File: src/rtl/mem_port_arbiter.sv
// +---------------------------------------------------------------------------+
// | mem_port_arbiter                                                          |
// | Shares one synchronous memory port between byte fetch and 32-bit data.    |
// | Optional starvation guard: define MEM_ARB_STARVE_GUARD_EN.                |
// | Revision: 1.0                                                             |
// +---------------------------------------------------------------------------+
`default_nettype none

module mem_port_arbiter #(
  parameter int ADDR_W       = 32,
  parameter int STARVE_LIMIT = 4
) (
  input  logic              clk,
  input  logic              reset,
  input  logic              f_req,
  input  logic [ADDR_W-1:0] f_addr,
  output logic              f_gnt,
  output logic              f_rvalid,
  output logic [7:0]        f_rdata,
  input  logic              d_req,
  input  logic              d_we,
  input  logic [ADDR_W-1:0] d_addr,
  input  logic [31:0]       d_wdata,
  output logic              d_gnt,
  output logic              d_rvalid,
  output logic [31:0]       d_rdata,
  output logic              mem_en,
  output logic              mem_we,
  output logic [ADDR_W-1:0] mem_addr,
  output logic [31:0]       mem_wdata,
  input  logic [31:0]       mem_rdata
);

  typedef enum logic [1:0] {
    IDLE   = 2'd0,
    RESP_F = 2'd1,
    RESP_D = 2'd2
  } state_t;

  localparam logic [ADDR_W-1:0] C_WORD_MASK = ~ADDR_W'(3);

  if (STARVE_LIMIT < 1 || STARVE_LIMIT > 15) begin : g_bad_starve_limit
    $error("mem_port_arbiter: STARVE_LIMIT must be within 1..15");
  end

  state_t      state_q, state_d;
  logic [1:0]  lane_q, lane_d;
  logic        fetch_pri;
  logic        f_gnt_w, d_gnt_w;

`ifdef MEM_ARB_STARVE_GUARD_EN
  logic [3:0] starve_q, starve_d;

  always_comb begin
    starve_d = starve_q;
    if (!f_req || f_gnt_w) begin
      starve_d = 4'd0;
    end else if (starve_q != 4'hF) begin
      starve_d = starve_q + 4'd1;
    end
  end

  always_ff @(posedge clk) begin
    if (reset) begin
      starve_q <= 4'd0;
    end else begin
      starve_q <= starve_d;
    end
  end

  assign fetch_pri = (starve_q >= 4'(STARVE_LIMIT));
`else
  assign fetch_pri = 1'b0;
`endif

  // Grants never look at mem_rdata, so the port drive has no path from it.
  always_comb begin
    f_gnt_w = 1'b0;
    d_gnt_w = 1'b0;
    if (!reset) begin
      if (f_req && (!d_req || fetch_pri)) begin
        f_gnt_w = 1'b1;
      end else if (d_req) begin
        d_gnt_w = 1'b1;
      end
    end
  end

  always_comb begin
    state_d = IDLE;
    lane_d  = lane_q;
    if (f_gnt_w) begin
      state_d = RESP_F;
      lane_d  = f_addr[1:0];
    end else if (d_gnt_w && !d_we) begin
      state_d = RESP_D;
    end
  end

  always_ff @(posedge clk) begin
    if (reset) begin
      state_q <= IDLE;
      lane_q  <= 2'd0;
    end else begin
      state_q <= state_d;
      lane_q  <= lane_d;
    end
  end

  always_comb begin
    f_gnt     = f_gnt_w;
    d_gnt     = d_gnt_w;
    mem_en    = f_gnt_w | d_gnt_w;
    mem_we    = d_gnt_w & d_we;
    mem_addr  = '0;
    mem_wdata = '0;
    f_rvalid  = 1'b0;
    f_rdata   = 8'd0;
    d_rvalid  = 1'b0;
    d_rdata   = 32'd0;
    if (f_gnt_w) begin
      mem_addr = f_addr & C_WORD_MASK;
    end else if (d_gnt_w) begin
      mem_addr = d_addr & C_WORD_MASK;
    end
    if (!reset) begin
      mem_wdata = d_wdata;
      // A response pending across a reset cycle is dropped here.
      if (state_q == RESP_F) begin
        f_rvalid = 1'b1;
        case (lane_q)
          2'd0:    f_rdata = mem_rdata[7:0];
          2'd1:    f_rdata = mem_rdata[15:8];
          2'd2:    f_rdata = mem_rdata[23:16];
          default: f_rdata = mem_rdata[31:24];
        endcase
      end
      if (state_q == RESP_D) begin
        d_rvalid = 1'b1;
        d_rdata  = mem_rdata;
      end
    end
  end

endmodule

`default_nettype wire

File: config.mk
export PLATFORM = sky130hd
export DESIGN_NAME = mem_port_arbiter
export DESIGN_NICKNAME = d
export VERILOG_FILES = /design/src/rtl/mem_port_arbiter.sv
export SDC_FILE = /design/constraint.sdc
export NUM_CORES = 1
export LEC_CHECK = 0
export ABC_CLOCK_PERIOD_IN_PS = 3200
export CAP_MARGIN = 0
export CELL_PAD_IN_SITES_DETAIL_PLACEMENT = 1
export CELL_PAD_IN_SITES_GLOBAL_PLACEMENT = 1
export CORE_MARGIN = 2
export CORE_UTILIZATION = 11
export DETAILED_ROUTE_END_ITERATION = 7
export GPL_ROUTABILITY_DRIVEN = 0
export GPL_TIMING_DRIVEN = 0
export PLACE_DENSITY = 0.84
export SLEW_MARGIN = 20
export SYNTH_ARGS = -nofsm -noshare
export SYNTH_HDL_FRONTEND = slang
export SYNTH_SLANG_ARGS = --single-unit
File: constraint.sdc
create_clock -name clk -period 3.2 [get_ports clk]
set_input_delay 0.32 -clock clk [delete_from_list [all_inputs] [get_ports clk]]
set_output_delay 0.32 -clock clk [all_outputs]
set_load 0.03 [all_outputs]
# After elaboration in Yosys (flattened, before gate mapping)
# Cells that the tools add are included.
[word_totals]
latchBits = 0
n_memories = 0
register_bits = 4
mem_bits_ro = 0
output_inout_bits = 110
ram_bits = 0
[op_classes]
div_mod_pow = 0
reduce_logical = 6
n_mux = 19
addsub = 0
bitwise = 2
n_shift = 0
eq_ne = 4
magnitude_cmp = 0
mul = 0
[ops]
columns = ["cell", "n"]
rows = [
  ["2-to-1 mux 32 bit", 5],
  ["one-hot mux 8 bit (3 select lines)", 1],
  ["2-to-1 mux 8 bit", 2],
  ["2-to-1 mux 1 bit", 10],
  ["equality test 2 x 1 -> 1 bit (second input constant)", 2],
  ["equality test 2 bit (second input constant)", 2],
  ["logical AND 1 bit", 2],
  ["logical NOT 1 bit", 2],
  ["logical NOT 2 bit", 1],
  ["2-to-1 mux 2 bit", 1],
  ["OR reduction 2 bit", 1],
  ["AND 1 bit", 1],
  ["OR 1 bit", 1],
]

# Longest topological paths before layout
[logic_depth]
word_depth = 7
mapped_depth = 4
depth_no_buf = 3

# Worst setup path after synthesis
# OpenSTA, ideal clock, no wires.
[synth_timing]
path_kind = "register -> output"
from = "register state_q[1]"
to = "output f_rdata[0]"
path_stages_with_launch = 5
t_arrival_ps = 1407
slack_ps = 1473
n_path_buf = 1
path_cell_list = "dfxtp_1 nand2b_1 or3b_1 buf_2 o22ai_1"
[synth_between]
elab_chain_cells = 3
[synth_rtl]
columns = ["element", "line", "source"]
rows = [
  ["from (decl)", "46", "state_t state_q, state_d;"],
  ["from (signal assigned)", "105", "state_q <= state_d;"],
  ["equality test 2 x 1 -> 1 bit", "129", "if (state_q == RESP_F) begin"],
  ["2-to-1 mux 8 bit", "129", ""],
  ["2-to-1 mux 8 bit", "126", "if (!reset) begin"],
  ["to (decl)", "19", "output logic [7:0] f_rdata,"],
]
# No other way between the ends.

# Final worst setup path
[layout_timing]
from = "input reset"
to = "output d_rdata[7]"
[layout_between]
elab_chain_cells = 1
[layout_rtl]
columns = ["element", "line", "source"]
rows = [
  ["from (decl)", "14", "input logic reset,"],
  ["2-to-1 mux 32 bit", "126", ""],
  ["to (decl)", "26", "output logic [31:0] d_rdata,"],
]
# No other way between the ends.

==> results.sh <==
export IMPL_clk_latency_ps=220
export IMPL_end_kind="output pin"
export IMPL_required_ps=2880
export IMPL_diodes=0
export IMPL_grt_antenna_before_repair=0
export IMPL_slowest_stage="clkdlybuf4s50_1"
export IMPL_hold_buffers=0
export IMPL_nFillCells=1237
export IMPL_period_share=0.880
export IMPL_yosysUniqueCellTypes=19
export IMPL_postCtsSetupBuffers=0
export IMPL_drive_gt1_frac=0.0549
export IMPL_htree_num_levels=1
export IMPL_whs_ps=528
export IMPL_area_delta_synth_final_pct=218
export IMPL_crit_buf_inv=3
export IMPL_critPathArrivalTime_ps=2500
export IMPL_cts_buffers=3
export IMPL_fp_row_count=37
export IMPL_drt_antenna_violating_nets=0
export IMPL_tns_ps=0
export IMPL_slew_viol_final=0
export IMPL_power_density_mw_per_mm2=175
export IMPL_grt_pass1_vias=2409
export IMPL_vdd_drop_max_mv=0.0812
export IMPL_syn_inst=159
export IMPL_layout_common_cells="clkdlybuf4s50_1, nor2b_1, and2_1"
export IMPL_cts_sinks=4
export IMPL_grt_util_all_layers=0.134
export IMPL_cap_violations=0
export IMPL_grt_first_pass_wirelength_um=12200
export IMPL_cp_top_family="buffers and inverters"
export IMPL_ys_warn_count=0
export IMPL_cts_buffer_depth=2
export IMPL_nets=536
export IMPL_dpl_hpwl_um=7650
export IMPL_synth_area_leaders="a22o_1, nor2b_1, and2_1, mux2i_1, dfxtp_1"
export IMPL_rsz0062_at_grt="no"
export IMPL_grt_ovfl_total=0
export IMPL_crit_chain="clkdlybuf4s50_1 > nor3b_2 > clkbuf_1 > and2_1 > clkdlybuf4s50_1"
export IMPL_num_vias=2179
export IMPL_syn_avg_cell_area_sq_um=7.48
export IMPL_hold_violations=0
export IMPL_ys_seq_area_frac=0.0673
export IMPL_vias_per_cell=4.06
export IMPL_drcViolationCount=0
export IMPL_path_clk_slew_ps=30
export IMPL_wl_um=8370
export IMPL_syn_area_sq_mm=0.00119
export IMPL_initial_utilization=0.114
export IMPL_synth_seq_cells=4
export IMPL_power_w=0.000662
export IMPL_ioPinCount=243
export IMPL_min_period_ps=2820
export IMPL_die_h_um=108
export IMPL_critPathLaunchType="input port"
export IMPL_cts_tree="done"
export IMPL_drtIter0Drc=52
export IMPL_die_x_um=108
export IMPL_fin_worst_skew_ps=0
export IMPL_final_common_cell="clkdlybuf4s50_1"
export IMPL_clock_fmax_mhz=355
export IMPL_die_area_sq_mm=0.0117
export IMPL_hp_class="flop to flop"
export IMPL_core_area_sq_mm=0.0104
export IMPL_p_leak_nw=1.40
export IMPL_finalSetupViolations=0
export IMPL_cts_resized=0
export IMPL_crit_type="input port to output pin"
export IMPL_yosys_area_top_type_share=0.221
export IMPL_synth_top_cell_by_area="a22o_1"
export IMPL_first_pass_iters=3
export IMPL_crit_top_cell="clkdlybuf4s50_1"
export IMPL_critPathMaxFanout=10
export IMPL_wire_per_inst_um=15.6
export IMPL_root_buffer="clkbuf_8"
export IMPL_outcome="finished, final reports clean"
export IMPL_slowest_delay_ps=680
export IMPL_portBuffers=238
export IMPL_grt_max_degree=11
-- sequential cells by signal, indices dropped and copies added (netlist names) --
signal	flops
state_q	2
lane_q	2
-- through the flow --
step / utilization / cell area, sq um / setup slack [ps] / instances
floorplan: - / 1190 / 1470 / 160
global placement: 0.360 / 3750 / 428 / 534
detailed placement: 0.360 / 3750 / 376 / 534
CTS: 0.364 / 3790 / 375 / 537
global route: 0.364 / 3790 / 219 / 537
finish: 0.364 / 3790 / 384 / 537
-- layout make-up --
| type | count | area, sq um | share of cell area |
|---|---|---|---|
| plain buffers | 20 | 109 | 0.0287 |
| flip-flops and latches | 4 | 80.1 | 0.0211 |
| well taps | 136 | 170 | 0.0449 |
| multi-input cells | 136 | 1000 | 0.265 |
| repair buffers | 238 | 2380 | 0.629 |
| clock buffers | 3 | 41.3 | 0.0109 |
-- logic make-up after synthesis --
kind of cell / share of synthesized area
AOI/OAI and AO/OA: 0.268
muxes: 0.151
and+or+nand+nor: 0.419
other: 0.00315
buffers and inverters: 0.0915
DFF: 0.0673
-- power breakdown --
group	internal [W]	total [W]	switching, W
clock network	0.0000802	0.000106	0.0000262
logic	0.000279	0.000502	0.000223
registers	0.0000525	0.0000535	0.00000102
-- Yosys cell counts --
master    count
or3b_1        1
nor3b_2       1
nand2b_1      1
or2_2         1
a22o_1       30
and2_1       33
nor2b_4       1
clkbuf_1      5
dfxtp_1       4
or3_1         1
and2b_1       1
buf_4         6
nor2_1        3
buf_2         9
o22ai_1       7
nor2b_1      35
mux2i_1      18
o22ai_2       1
conb_1        1
-- worst reg2reg max path: stages (launching register included) --
cell     delay, ps
dfxtp_1        290
buf_2          260
buf_4          280
mux2i_1        100
nor2_1          80
-- per-layer routing --
layer / routed length, um / up-vias / global-route usage
li1: - / 1037 / -
met1: 2580 / 977 / 0.117
met2: 4590 / 158 / 0.285
met3: 1130 / 7 / 0.0458
met4: 82 / 0 / 0.0275
met5: 0 / - / 0
-- worst paths after layout --
path,from,end,slack [ps],depth (start not counted)
setup / recovery,reset,d_rdata[7],380,5
setup reg to reg,lane_q[1],lane_q[1],2120,4
hold / removal,lane_q[0],lane_q[0],530,2
hold reg to reg,lane_q[0],lane_q[0],530,2
No activity file was read; power rests on OpenSTA's default activity.
